File: config.mk
export PLATFORM = sky130hd
export DESIGN_NAME = tow_round_ctrl_flat
export DESIGN_NICKNAME = d
export VERILOG_FILES = /design/src/rtl/tow_round_ctrl_if.sv /design/src/rtl/tow_round_ctrl.sv /design/src/flat_wrapper.sv
export SDC_FILE = /design/constraint.sdc
export NUM_CORES = 1
export LEC_CHECK = 0
export BUFFER_PORTS_ARGS = -buffer_cell sky130_fd_sc_hd__buf_2
export CORE_MARGIN = 1
export CORE_UTILIZATION = 50
export CTS_CLUSTER_DIAMETER = 200
export DETAILED_ROUTE_END_ITERATION = 7
export PLACE_DENSITY = 0.74
export SLEW_MARGIN = 5
export SYNTH_ARGS = -nofsm -noshare
export SYNTH_HDL_FRONTEND = slang
export SYNTH_SLANG_ARGS = --single-unit
File: constraint.sdc
create_clock -name clk -period 2.7 [get_ports clk]
set_clock_uncertainty 0.1 [all_clocks]
set_input_delay 0.135 -clock clk [delete_from_list [all_inputs] [get_ports clk]]
set_output_delay 0.135 -clock clk [all_outputs]
set_load 0.03 [all_outputs]
File: src/rtl/tow_round_ctrl_if.sv
// Player/difficulty inputs and scoreboard/rope outputs of the tug-of-war round controller.
// No valid/ready handshake: key and diff are levels sampled every clock, outputs are always current.
interface tow_round_ctrl_if;
  logic       key;
  logic [9:0] diff;
  logic [8:0] leds;
  logic [2:0] player_score;
  logic [2:0] comp_score;
  logic       game_over;
  logic [1:0] dbg_state;

  modport master (
    output key, diff,
    input  leds, player_score, comp_score, game_over, dbg_state
  );

  modport slave (
    input  key, diff,
    output leds, player_score, comp_score, game_over, dbg_state
  );
endinterface

File: src/rtl/tow_round_ctrl.sv
// Tug-of-war round controller: synchronized player button vs. LFSR-driven computer pulls,
// moving a one-hot rope marker over 9 LEDs and keeping per-side round scores.
module tow_round_ctrl #(
  parameter int TICK_DIV    = 1024,
  parameter int HOLD_CYCLES = 1024
) (
  input logic            clk,
  input logic            reset,
  tow_round_ctrl_if.slave bus
);

  localparam logic [1:0] ST_PLAY = 2'd0;
  localparam logic [1:0] ST_HOLD = 2'd1;
  localparam logic [1:0] ST_OVER = 2'd2;

  localparam int TW = $clog2(TICK_DIV);
  localparam int HW = $clog2(HOLD_CYCLES + 1);
  localparam logic [TW-1:0] TICK_LAST = TW'(TICK_DIV - 1);
  localparam logic [HW-1:0] HOLD_LOAD = HW'(HOLD_CYCLES - 1);
  localparam logic [3:0]    POS_MID   = 4'd4;
  localparam logic [3:0]    POS_TOP   = 4'd8;
  localparam logic [2:0]    SCORE_PRE_WIN = 3'd6;

  logic          s1, s2, s3;
  logic [TW-1:0] tick_cnt;
  logic [9:0]    lfsr;
  logic [1:0]    state, state_nx;
  logic [3:0]    pos, pos_nx;
  logic [HW-1:0] hold_cnt, hold_nx;
  logic [2:0]    p_score, p_score_nx;
  logic [2:0]    c_score, c_score_nx;
  logic          player_press, tick, comp_press;

  // Button is asynchronous: two flops to settle, a third to find the falling edge.
  always_ff @(posedge clk or negedge reset) begin
    if (!reset) begin
      s1 <= 1'b1;
      s2 <= 1'b1;
      s3 <= 1'b1;
    end else begin
      s1 <= bus.key;
      s2 <= s1;
      s3 <= s2;
    end
  end

  assign player_press = ~s2 & s3;

  always_ff @(posedge clk or negedge reset) begin
    if (!reset) begin
      tick_cnt <= '0;
    end else if (tick) begin
      tick_cnt <= '0;
    end else begin
      tick_cnt <= tick_cnt + 1'b1;
    end
  end

  assign tick = (tick_cnt == TICK_LAST);

  always_ff @(posedge clk or negedge reset) begin
    if (!reset) begin
      lfsr <= 10'h001;
    end else if (tick) begin
      lfsr <= {lfsr[8:0], lfsr[9] ^ lfsr[6]};
    end
  end

  // Pull decision uses the LFSR value before this tick's shift.
  assign comp_press = tick & (lfsr <= bus.diff);

  always_comb begin
    state_nx   = state;
    pos_nx     = pos;
    hold_nx    = hold_cnt;
    p_score_nx = p_score;
    c_score_nx = c_score;
    case (state)
      ST_PLAY: begin
        if (player_press && !comp_press) begin
          if (pos == POS_TOP) begin
            p_score_nx = p_score + 3'd1;
            if (p_score == SCORE_PRE_WIN) begin
              state_nx = ST_OVER;
            end else begin
              state_nx = ST_HOLD;
              hold_nx  = HOLD_LOAD;
            end
          end else begin
            pos_nx = pos + 4'd1;
          end
        end else if (comp_press && !player_press) begin
          if (pos == 4'd0) begin
            c_score_nx = c_score + 3'd1;
            if (c_score == SCORE_PRE_WIN) begin
              state_nx = ST_OVER;
            end else begin
              state_nx = ST_HOLD;
              hold_nx  = HOLD_LOAD;
            end
          end else begin
            pos_nx = pos - 4'd1;
          end
        end
      end
      ST_HOLD: begin
        if (hold_cnt == '0) begin
          state_nx = ST_PLAY;
          pos_nx   = POS_MID;
        end else begin
          hold_nx = hold_cnt - 1'b1;
        end
      end
      ST_OVER: begin
        state_nx = ST_OVER;
      end
      default: begin
        state_nx = ST_PLAY;
        pos_nx   = POS_MID;
      end
    endcase
  end

  always_ff @(posedge clk or negedge reset) begin
    if (!reset) begin
      state    <= ST_PLAY;
      pos      <= POS_MID;
      hold_cnt <= '0;
      p_score  <= 3'd0;
      c_score  <= 3'd0;
    end else begin
      state    <= state_nx;
      pos      <= pos_nx;
      hold_cnt <= hold_nx;
      p_score  <= p_score_nx;
      c_score  <= c_score_nx;
    end
  end

  // Outputs decode registered state only, so key/diff never reach them combinationally.
  always_comb begin
    bus.leds = 9'd0;
    if (state == ST_PLAY) begin
      bus.leds = 9'd1 << pos;
    end
  end

  assign bus.player_score = p_score;
  assign bus.comp_score   = c_score;
  assign bus.game_over    = (state == ST_OVER);
  assign bus.dbg_state    = state;

endmodule
File: src/flat_wrapper.sv
// flat-port wrapper written by rule: the top's interface ports become plain ports
module tow_round_ctrl_flat 
#(
  parameter int TICK_DIV    = 1024,
  parameter int HOLD_CYCLES = 1024
)
  (clk, reset, bus_key, bus_diff, bus_leds, bus_player_score, bus_comp_score, bus_game_over, bus_dbg_state);
  tow_round_ctrl_if bus_i ();
  input logic clk;
  input logic reset;
  input wire logic [$bits(bus_i.key)-1:0] bus_key;
  input wire logic [$bits(bus_i.diff)-1:0] bus_diff;
  output wire logic [$bits(bus_i.leds)-1:0] bus_leds;
  output wire logic [$bits(bus_i.player_score)-1:0] bus_player_score;
  output wire logic [$bits(bus_i.comp_score)-1:0] bus_comp_score;
  output wire logic [$bits(bus_i.game_over)-1:0] bus_game_over;
  output wire logic [$bits(bus_i.dbg_state)-1:0] bus_dbg_state;
  assign bus_i.key = bus_key;
  assign bus_i.diff = bus_diff;
  assign bus_leds = bus_i.leds;
  assign bus_player_score = bus_i.player_score;
  assign bus_comp_score = bus_i.comp_score;
  assign bus_game_over = bus_i.game_over;
  assign bus_dbg_state = bus_i.dbg_state;
  tow_round_ctrl #(.TICK_DIV(TICK_DIV), .HOLD_CYCLES(HOLD_CYCLES)) u_core (.clk(clk), .reset(reset), .bus(bus_i));
endmodule
==> out/metrics.yaml, run 1 <==
run_status:
  status: "finished with violations"
  violations: "setup timing"
sta:
  drv_slew: 0
  grt_setup_unrepaired: "true"
  period_needed_ns: 2.78
  min_period_over_period_pct: 103
  fin_ws_ns: -0.0759
  worst_pin_slew_ns: 1.01
  slew_headroom_pct: 32.9
  finalSetupViolCount: 4
  clock.fmax_ghz: 0.360
  setup_tns_ns: -0.176
  whs_ns: 0.259
  hold_violations: 0
clock_network:
  clockBufferDepth: 2
  path_clk_slew_ns: 0.09
  clock-root-buffer: "clkbuf_8"
  tritoncts: "done"
  clock_latency_ns: 0.30
  htree_levels: 2
  cts_buffers: 5
  cts.sinks: 46
finish:
  layout.nets: 348
  drive_above_1_share_pct: 32.8
  final_core_util_pct: 64.0
  diodes: 0
  areaGrowthSynthToFinish_pct: 22.9
setup_path:
  cp-end-kind: "flip-flop"
  rrSetupSlack_ns: -0.08
  crit_required_ns: 2.80
  r2r_start: "u_core.lfsr[0]"
  path_class: "reg -> reg"
  worst_setup_path_start_kind: "flip-flop"
  r2r_end: "u_core.pos[3]"
  cp_data_arrival_time_ns: 2.87
  r2r_cells: 12
  worstPathMaxFanout: 3
power:
  p_total_w: 0.00228
  p_per_area_mw_per_mm2: 699
  ir_drop_uv: 619
  p_leak_nw: 1.66
  power.switching_w: 0.000827
  seqPwrFrac_pct: 39.0
  comb_power_share_pct: 37.6
  p_int_w: 0.00146
  swShare_pct: 36.2
  clockPowerShare_pct: 23.4
logic_synthesis:
  avgSynthCellArea_um2: 10.3
  syn_inst: 259
  synth-main-ff-cell: "dfrtp_1"
  synth_edf_count: 0
  synth.largest_area_cell: "dfrtp_1"
  synthArstFlopShare_pct: 100
  synth.distinct_cells: 50
  synth_top_area_share_pct: 38.6
  synthTopCellsByArea: "dfrtp_1 39%, ha_1 8.5%, dfstp_2 4.9%"
  synth_area_mm2: 0.00266
  ys.warnings.count: 0
  synth-seq-cells: 46
  yosysSeqAreaShare_pct: 43.5
  syn-num-nets: 291
floorplanning:
  design.core.area_mm2: 0.00511
  initial_core_util_pct: 52.1
  placementRows: 26
  design.die.area_mm2: 0.00561
  fp.dieH_um: 74.9
  io_pins: 31
  fp.dieW_um: 74.9
detailed_routing:
  drtIter0Drc: 132
  vias: 2028
  vias_per_cell: 5.24
  routed_wl_um: 5360
  drt_first_pass_iters: 4
  wire_per_inst_um: 13.9
  drc_errors: 0
  ant_nets: 0
global_routing:
  grt_use_met3_pct: 4.42
  grt_pass1_wl_um: 8840
  met1_usage_pct: 27.4
  grt_use_met2_pct: 34.9
  gr-usage-all-layers_pct: 21.0
  grt_max_degree: 47
  top_usage_layer: "met2"
  grt_pass1_vias: 1967
  grt_overflow_total: 0
  antenna_found_initial: 0
placed_design:
  numPortBuffers: 30
  gp_congestion: 0.831
  hpwl_um: 3710
min_path:
  worstHoldEndpoint: "u_core.s2"
  min_from: "u_core.s1"
  whs_path_depth: 0
  min_path_type: "reg -> reg"
run:
  drv_cap: 0
-- cell usage after synthesis (2+ instances only) --
cell	count
mux2_2	10
a31o_2	2
nor2b_1	3
a211o_1	4
and2_1	4
nand4_1	3
xnor2_1	9
dfrtp_1	41
nor2_1	19
a21oi_1	10
dfstp_2	5
mux2i_1	4
a31oi_1	2
a211oi_1	3
nand3_1	11
buf_4	2
ha_1	18
a21o_1	2
o21ai_0	4
clkbuf_1	3
inv_1	27
a211oi_2	3
xor2_1	5
nor3_1	8
nand2b_1	3
mux2_4	3
o31ai_1	3
and3_1	7
nand2_1	20
-- metal layers --
metal / share of wire [%] / vias up
li1: - / 1019
met4: 1.1 / 0
met5: 0 / -
met2: 49 / 34
met1: 47 / 969
met3: 2.8 / 6
-- layout by cell type (no fill, tap or decap), types with 2 or more instances in the layout --
| master | Yosys | final |
|---|---|---|
| nor2_1 | 19 | 19 |
| nand2b_4 | 1 | 2 |
| a211oi_1 | 3 | 3 |
| dfrtp_1 | 41 | 41 |
| nor3_1 | 8 | 7 |
| a31o_2 | 2 | 2 |
| dfstp_2 | 5 | 5 |
| nand2b_1 | 3 | 2 |
| mux2_2 | 10 | 10 |
| buf_6 | 0 | 3 |
| nand3_1 | 11 | 11 |
| a21oi_2 | 1 | 3 |
| clkbuf_8 | 0 | 6 |
| o21ai_0 | 4 | 4 |
| a21o_1 | 2 | 2 |
| ha_4 | 0 | 3 |
| buf_4 | 2 | 20 |
| a211o_1 | 4 | 4 |
| xor2_1 | 5 | 5 |
| o31ai_1 | 3 | 3 |
| a31oi_1 | 2 | 2 |
| a211oi_2 | 3 | 3 |
| a21oi_1 | 10 | 8 |
| nor2b_1 | 3 | 3 |
| dlygate4sd3_1 | 0 | 2 |
| inv_1 | 27 | 26 |
| nand4_1 | 3 | 3 |
| buf_2 | 0 | 30 |
| nand2_1 | 20 | 19 |
| ha_1 | 18 | 15 |
| mux2_4 | 3 | 3 |
| and2_1 | 4 | 4 |
| mux2i_1 | 4 | 4 |
| xnor2_1 | 9 | 9 |
| and3_1 | 7 | 7 |
| nor3_4 | 1 | 2 |
-- how the worst max path moves through the flow --
stage / startpoint / endpoint / slack [ns] / depth (start not counted)
detailed placement: u_core.lfsr[9] / u_core.pos[3] / -0.1 / 11
global route: u_core.lfsr[7] / u_core.pos[3] / -0.20 / 12
global placement: u_core.lfsr[9] / u_core.pos[3] / -0.01 / 11
CTS: u_core.lfsr[9] / u_core.pos[3] / -0.06 / 11
finish: u_core.lfsr[0] / u_core.pos[3] / -0.08 / 12
floorplan: u_core.lfsr[0] / u_core.pos[3] / -0.02 / 12
-- power by group through the flow --
stage               Clock, W  Sequential [W]  Combinational [W]
global route        0.000575        0.000906           0.000935
CTS                 0.000550        0.000890           0.000837
detailed placement         0        0.000901           0.000830
finish              0.000535        0.000890           0.000858
floorplan                  0        0.000929           0.000599
global placement           0        0.000899           0.000817
-- kinds of logic after synthesis --
| group | Yosys count | share of synthesized area (%) |
|---|---|---|
| buf+inv | 33 | 4.94 |
| flops | 46 | 43.5 |
| simple gates | 90 | 18.4 |
| compound gates | 40 | 11.8 |
| mux | 17 | 7.44 |
| xor+xnor | 14 | 4.61 |
| fa+ha+maj | 19 | 9.22 |
-- flip-flops by register name (all words and copies together), names as in the netlist --
register / count
u_core.bus.comp_score: 3
u_core.pos: 4
u_core.bus.dbg_state: 2
u_core.tick_cnt: 10
u_core.hold_cnt: 11
u_core.s3: 1
u_core.bus.player_score: 3
u_core.s1: 1
u_core.lfsr: 10
u_core.s2: 1
-- critical path, cell delays in order, from the launching register on --
cell and delay, ns:
dfstp_2 0.56, inv_2 0.05, ha_4 0.14, nand2b_4 0.13, a211o_1 0.27, nand4b_1 0.13
o211ai_2 0.14, ha_1 0.30, a21o_1 0.17, a21oi_2 0.13, xnor2_1 0.13, and4bb_1 0.21
a211o_1 0.23
-- what timing repair did --
item                                    in CTS  in global routing
setup buffers                                3                  7
pin swaps                                    3                  7
endpoints found under the setup margin       2                 10
hold buffers                                 2                  0
endpoints found under the hold margin       42                  0
resized for setup                            2                 13
-- stage by stage --
step	instance area (um2)	std cells	worst slack (ns)
global placement	2990	367	-0.0101
finish	3270	387	-0.0759
global route	3270	387	-0.205
CTS	3150	380	-0.0578
floorplan	2680	259	-0.0209
detailed placement	2990	367	-0.0983
-- layout make-up --
type                            count  area (um2)
Fill cell                         404        1840
Multi-Input combinational cell    180        1440
Sequential cell                    46        1160
Timing Repair Buffer               55         354
Inverter                           28         113
Tap cell                           70        87.6
Clock buffer                        7        86.3
Clock inverter                      1        30.0
Note: power is estimated with default switching activity, not from simulation.
==> run 2: changes to the inputs <==
--- a/config.mk
+++ b/config.mk
@@ -5,12 +5,13 @@
 export SDC_FILE = /design/constraint.sdc
 export NUM_CORES = 1
 export LEC_CHECK = 0
+export ABC_AREA = 1
 export BUFFER_PORTS_ARGS = -buffer_cell sky130_fd_sc_hd__buf_2
 export CORE_MARGIN = 1
 export CORE_UTILIZATION = 50
 export CTS_CLUSTER_DIAMETER = 200
 export DETAILED_ROUTE_END_ITERATION = 7
-export PLACE_DENSITY = 0.74
+export PLACE_DENSITY = 0.71
 export SLEW_MARGIN = 5
 export SYNTH_ARGS = -nofsm -noshare
 export SYNTH_HDL_FRONTEND = slang
==> constraint.sdc (replaced) <==
create_clock -name clk -period 3.25 [get_ports clk]
set_clock_uncertainty 0.1 [all_clocks]
set_input_delay 0.1625 -clock clk [delete_from_list [all_inputs] [get_ports clk]]
set_output_delay 0.1625 -clock clk [all_outputs]
set_load 0.1 [all_outputs]
==> run 2 against run 1 <==
The run now ends clean. Clock power fell by 20%. Largest cell class unchanged. Maximum frequency rose by 3.2%. Final cell count rose by 21%. Synthesized cell count rose by 39%. Critical path depth rose by 6. Via count rose by 14%.
==> out/metrics.yaml, run 2 <==
floorplanning:
  fp.dieW_um: 78.1
  design.core.area_mm2: 0.00554
  initial_core_util_pct: 52.3
  fp.dieH_um: 78.1
  io_pins: 31
  placementRows: 27
  design.die.area_mm2: 0.00610
global_routing:
  grt_pass1_wl_um: 9800
  gr-usage-all-layers_pct: 20.3
  grt_max_degree: 47
  grt_pass1_vias: 2253
  antenna_found_initial: 0
  grt_overflow_total: 0
placed_design:
  numPortBuffers: 30
  hpwl_um: 4050
  placedCellCount: 457
  gp_congestion: 0.824
  dpl_cell_area_mm2: 0.00309
power:
  ir_drop_uv: 281
  p_per_area_mw_per_mm2: 325
  p_leak_nw: 1.72
finish:
  fillers: 528
  register_area_mm2: 0.00116
  diodes: 0
  fin_cells: 467
  design_area_mm2: 0.00322
  final_common_cell: "nand2_1"
  drive_above_1_share_pct: 22.8
  layout.nets: 426
  multi_input_area_mm2: 0.00149
  reg.largest.list: "u_core.hold_cnt (11), u_core.lfsr (10), u_core.tick_cnt (10)"
  regMostFlops: "u_core.hold_cnt"
  largest_register_ffs: 11
  areaGrowthSynthToFinish_pct: 11.3
  final_core_util_pct: 58.2
  final_cell_mix: "79 x nand2_1, 52 x inv_1, 41 x dfrtp_1"
logic_synthesis:
  avgSynthCellArea_um2: 8.06
  syn_inst: 359
  yosysSeqAreaShare_pct: 40.0
  synth.distinct_cells: 32
  synth-main-ff-cell: "dfrtp_1"
  syn-num-nets: 391
  synth.largest_area_cell: "dfrtp_1"
  synth-seq-cells: 46
  synthTopCellsByArea: "dfrtp_1 35%, nand2_1 10%, ha_1 7.8%"
  synthArstFlopShare_pct: 100
  synth_edf_count: 0
  ys.warnings.count: 0
  netlist_top_cells_count: "79 x nand2_1, 52 x inv_1, 41 x dfrtp_1, 38 x nand3_1, 30 x nor2_1"
  synth_top_area_share_pct: 35.4
  synth_area_mm2: 0.00290
  yosysMostFrequentCell: "nand2_1"
clock_network:
  path_clk_slew_ns: 0.09
  clockBufferDepth: 2
  post_cts_buffers: 0
  tritoncts: "done"
  clock-root-buffer: "clkbuf_8"
  ctsResizeCount: 0
  htree_levels: 2
  cts_hold_repair.buffers: 2
  clock_latency_ns: 0.30
  cts.sinks: 46
  cts_buffers: 5
min_path:
  min_path_type: "reg -> reg"
setup_path:
  worst_setup_path_start_kind: "flip-flop"
  worstPathMaxFanout: 5
  cp-end-kind: "flip-flop"
  crit_required_ns: 3.40
  cp_data_arrival_time_ns: 2.84
  path_class: "reg -> reg"
detailed_routing:
  drtIter0Drc: 77
  vias_per_cell: 4.94
  vias: 2306
  wire_per_inst_um: 11.7
  drt_first_pass_iters: 4
  ant_nets: 0
  drc_errors: 0
  routed_wl_um: 5450
sta:
  drv_slew: 0
  finalSetupViolCount: 0
  setup_tns_ns: 0
  min_period_over_period_pct: 82.7
  period_needed_ns: 2.69
  hold_violations: 0
  worst_pin_slew_ns: 1.03
  slew_headroom_pct: 31.3
  clock.fmax_ghz: 0.372
  grt_setup_unrepaired: "false"
run_status:
  status: "finished, final reports clean"
run:
  drv_cap: 0
==> run 2: changes by cell type in the layout (fill, tap and decap cells not counted), moves of 6 or more <==
cell     delta
xnor2_1     -6
nor2_2      +9
nand3_1    +27
mux2_2     -10
and3_1      -6
inv_1      +26
o21ai_0     +9
nand2_1    +60
nor2_1      +9
nand2_2    +17
buf_4      -19
==> run 2: per-stage QoR <==
step	total power [W]	hold WS [ns]	worst slack (ns)
after floorplan	0.000606	-0.233	0.189
after global placement	0.000628	0.167	0.674
after detailed placement	0.000629	0.171	0.579
after CTS	0.00106	0.272	0.547
after global routing	0.00108	0.274	0.321
final	0.00105	0.275	0.561
==> run 2: routing by layer <==
layer / global-route usage [%] / wire (um)
met5: 0 / 0
met3: 2.56 / 150
met4: 6.11 / 69
met1: 27.3 / 2690
met2: 34.3 / 2540
==> run 2: worst max-delay path, cell delays in order (launching register included) <==
cell     delay, ns
dfrtp_1       0.41
ha_1          0.30
nand2_1       0.07
nor2_1        0.15
nand3_1       0.11
nand3_2       0.10
nand2_4       0.08
nand2_4       0.10
nand2_4       0.07
ha_1          0.32
a21oi_1       0.16
nand2_1       0.08
xor2_1        0.13
inv_1         0.07
nand3_1       0.08
nand2_1       0.05
nor2_1        0.11
nand3_1       0.08
nand2_1       0.07
==> run 2: final timing paths <==
path	cells past startpoint	endpoint	slack, ns	from
setup / recovery	18	u_core.pos[3]	0.56	u_core.lfsr[5]
hold / removal	0	u_core.s2	0.28	u_core.s1
setup reg to reg	18	u_core.pos[3]	0.56	u_core.lfsr[5]
hold reg to reg	0	u_core.s2	0.28	u_core.s1
min in group asynchronous	2	u_core.lfsr[2]	0.48	reset
max in group asynchronous	2	u_core.hold_cnt[4]	1.94	reset
==> run 2: cell families (layout without fill, tap and decap cells) <==
kind of cell / after synthesis / count (layout) / synth area share, %
AND/OR/NAND/NOR: 199 / 199 / 34.2
buffers and inverters: 59 / 95 / 8.86
flip-flops: 46 / 46 / 40.0
AO/OA/AOI/OAI: 25 / 25 / 5.19
adder cells (fa/ha/maj): 19 / 19 / 8.47
XOR/XNOR: 11 / 11 / 3.33
==> run 2: where the power goes <==
part | total [W] | switching [W] | internal, W | leakage [nW]
Sequential | 0.000576 | 0.000000977 | 0.000575 | 0.595
Combinational | 0.0000418 | 0.0000277 | 0.0000141 | 1.07
Clock | 0.000428 | 0.000202 | 0.000227 | 0.0579
==> run 2: cell type report <==
cell class | count | area share (%)
sequential | 46 | 35.9
timing repair buffer | 33 | 5.51
clock buffer | 5 | 2.14
clock inverter | 3 | 1.24
inverter | 54 | 6.29
multi-input combinational | 254 | 46.1
tap | 72 | 2.80
==> run 3: changes to the inputs <==
--- a/config.mk
+++ b/config.mk
@@ -11,7 +11,7 @@
 export CORE_UTILIZATION = 50
 export CTS_CLUSTER_DIAMETER = 200
 export DETAILED_ROUTE_END_ITERATION = 7
-export PLACE_DENSITY = 0.71
+export PLACE_DENSITY = 0.73
 export SLEW_MARGIN = 5
 export SYNTH_ARGS = -nofsm -noshare
 export SYNTH_HDL_FRONTEND = slang
==> constraint.sdc (replaced) <==
create_clock -name clk -period 2.2 [get_ports clk]
set_clock_uncertainty 0.1 [all_clocks]
set_input_delay 0.11 -clock clk [delete_from_list [all_inputs] [get_ports clk]]
set_output_delay 0.11 -clock clk [all_outputs]
set_load 0.1 [all_outputs]
==> run 3 against run 2 <==
The flow now finishes with violations (setup timing). Largest power group unchanged. Design area increased by 21%. Highest routed layer unchanged. Worst hold slack got worse by 0.14 ns. Sequential power up 48%. Largest cell class unchanged.
==> out/metrics.yaml, run 3 (synthesized netlist as in run 2, its figures left out) <==
sta:
  worst_pin_slew_ns: 0.498
  period_needed_ns: 2.50
  slew_headroom_pct: 67.0
  clock.fmax_ghz: 0.400
  finalSetupViolCount: 19
  min_period_over_period_pct: 114
  grt_setup_unrepaired: "true"
  fin_ws_ns: -0.303
  drv_slew: 0
  hold_violations: 0
power:
  p_leak_nw: 1.95
  seqPwrFrac_pct: 56.3
  swShare_pct: 24.2
  comb_power_share_pct: 6.8
  clockPowerShare_pct: 36.9
  p_total_w: 0.00151
  p_per_area_mw_per_mm2: 386
  p_int_w: 0.00115
  ir_drop_uv: 310
  power.switching_w: 0.000365
setup_path:
  cp_data_arrival_time_ns: 2.65
  worstPathMaxFanout: 3
  cp-end-kind: "flip-flop"
  crit_required_ns: 2.35
  critPathLaunch: "u_core.lfsr[6]"
  path_class: "reg -> reg"
  r2r_cells: 18
  worst_setup_path_start_kind: "flip-flop"
  r2r_start: "u_core.lfsr[6]"
global_routing:
  grt_use_met3_pct: 3.84
  grt_overflow_total: 0
  grt_pass1_wl_um: 11300
  top_usage_layer: "met2"
  gr-usage-all-layers_pct: 23.6
  grt_max_degree: 19
  grt_pass1_vias: 2546
  met1_usage_pct: 29.6
  grt_use_met2_pct: 39.4
  antenna_found_initial: 0
floorplanning:
  design.die.area_mm2: 0.00610
  fp.dieH_um: 78.1
  design.core.area_mm2: 0.00554
  io_pins: 31
  initial_core_util_pct: 52.3
  placementRows: 27
  fp.dieW_um: 78.1
detailed_routing:
  ant_nets: 0
  drc_errors: 0
  vias: 2577
  routed_wl_um: 6930
  drt_first_pass_iters: 4
  vias_per_cell: 5.05
  wire_per_inst_um: 13.6
  drtIter0Drc: 131
placed_design:
  hpwl_um: 4530
  numPortBuffers: 30
  dpl_cell_area_mm2: 0.00339
  dp_slack_ns: -0.251
  gp_congestion: 0.842
  placedCellCount: 487
finish:
  final_cell_mix: "68 x nand2_1, 50 x inv_1, 38 x dfrtp_1"
  drive_above_1_share_pct: 42.0
  largest_register_ffs: 11
  fin_cells: 510
  layout.nets: 469
  diodes: 0
  areaGrowthSynthToFinish_pct: 35.2
  regMostFlops: "u_core.hold_cnt"
  final_core_util_pct: 70.6
  design_area_mm2: 0.00391
  final_common_cell: "nand2_1"
  reg.largest.list: "u_core.hold_cnt (11), u_core.lfsr (10), u_core.tick_cnt (10)"
  fillers: 435
clock_network:
  cts_buffers: 5
  clock-root-buffer: "clkbuf_8"
  clockBufferDepth: 2
  cts.sinks: 46
  htree_levels: 2
  tritoncts: "done"
  clock_latency_ns: 0.31
  path_clk_slew_ns: 0.09
run_status:
  violations: "setup timing"
  status: "finished with violations"
min_path:
  min_path_type: "in -> async"
run:
  drv_cap: 0
==> run 3: critical path: stages (launching register included) <==
cell and delay, ns:
dfrtp_1 0.43, ha_4 0.30, nand2_4 0.06, nor2_4 0.14, nand3_2 0.08, nand3_2 0.09
nand2_4 0.06, nand2_4 0.07, nand2_4 0.07, ha_4 0.30, nand3_2 0.08, nand2_2 0.08
xor2_1 0.14, inv_1 0.07, nand3_1 0.06, nand2_1 0.06, nor2_1 0.09, nand3_1 0.08
nand2_1 0.07
==> run 3: final timing paths <==
path	end	slack, ns
worst min register to register	u_core.s2	0.27
worst max-delay path	u_core.pos[3]	-0.30
worst min-delay path	u_core.bus.player_score[2]	0.14
worst max register to register	u_core.pos[3]	-0.30
max in group asynchronous	u_core.pos[2]	1.26
min in group clk	u_core.s2	0.27
==> run 3: stage by stage <==
step	TNS (ns)	hold WS, ns
after floorplan	-0.435	-0.286
after global placement	-0.238	-0.0763
after detailed placement	-0.733	-0.0753
after CTS	-0.787	0.134
after global routing	-6.49	0.167
final	-4.52	0.136
==> run 3: layout make-up <==
type / instances / area [um2] / share of cell area (%)
Tap cell: 72 / 90.1 / 2.30
Clock buffer: 6 / 82.6 / 2.11
Inverter: 54 / 203 / 5.18
Clock inverter: 2 / 12.5 / 0.320
Timing Repair Buffer: 75 / 537 / 13.7
Sequential cell: 46 / 1170 / 29.8
Multi-Input combinational cell: 255 / 1820 / 46.6
==> run 3: what timing repair did <==
| item | in CTS | in global routing |
|---|---|---|
| pin swaps | 19 | 20 |
| hold endpoints to repair | 42 | 0 |
| endpoints found under the setup margin | 15 | 19 |
| setup buffers | 9 | 5 |
| hold buffers | 2 | 0 |
| resized for setup | 33 | 31 |
| cloned | 1 | 0 |
==> run 3: per-layer routing <==
metal,vias to the layer above,share of wire (%)
met1,1187,44
met3,26,4.0
met4,0,3.2
li1,1290,-
met5,-,0
met2,74,49
==> run 3: power groups by stage <==
stage	combinational (W)	sequential (W)	clock, W
finish	0.000103	0.000851	0.000557
detailed placement	0.0000719	0.000868	0
floorplan	0.0000292	0.000868	0
global route	0.000115	0.000852	0.000598
global placement	0.0000706	0.000868	0
CTS	0.0000852	0.000851	0.000561
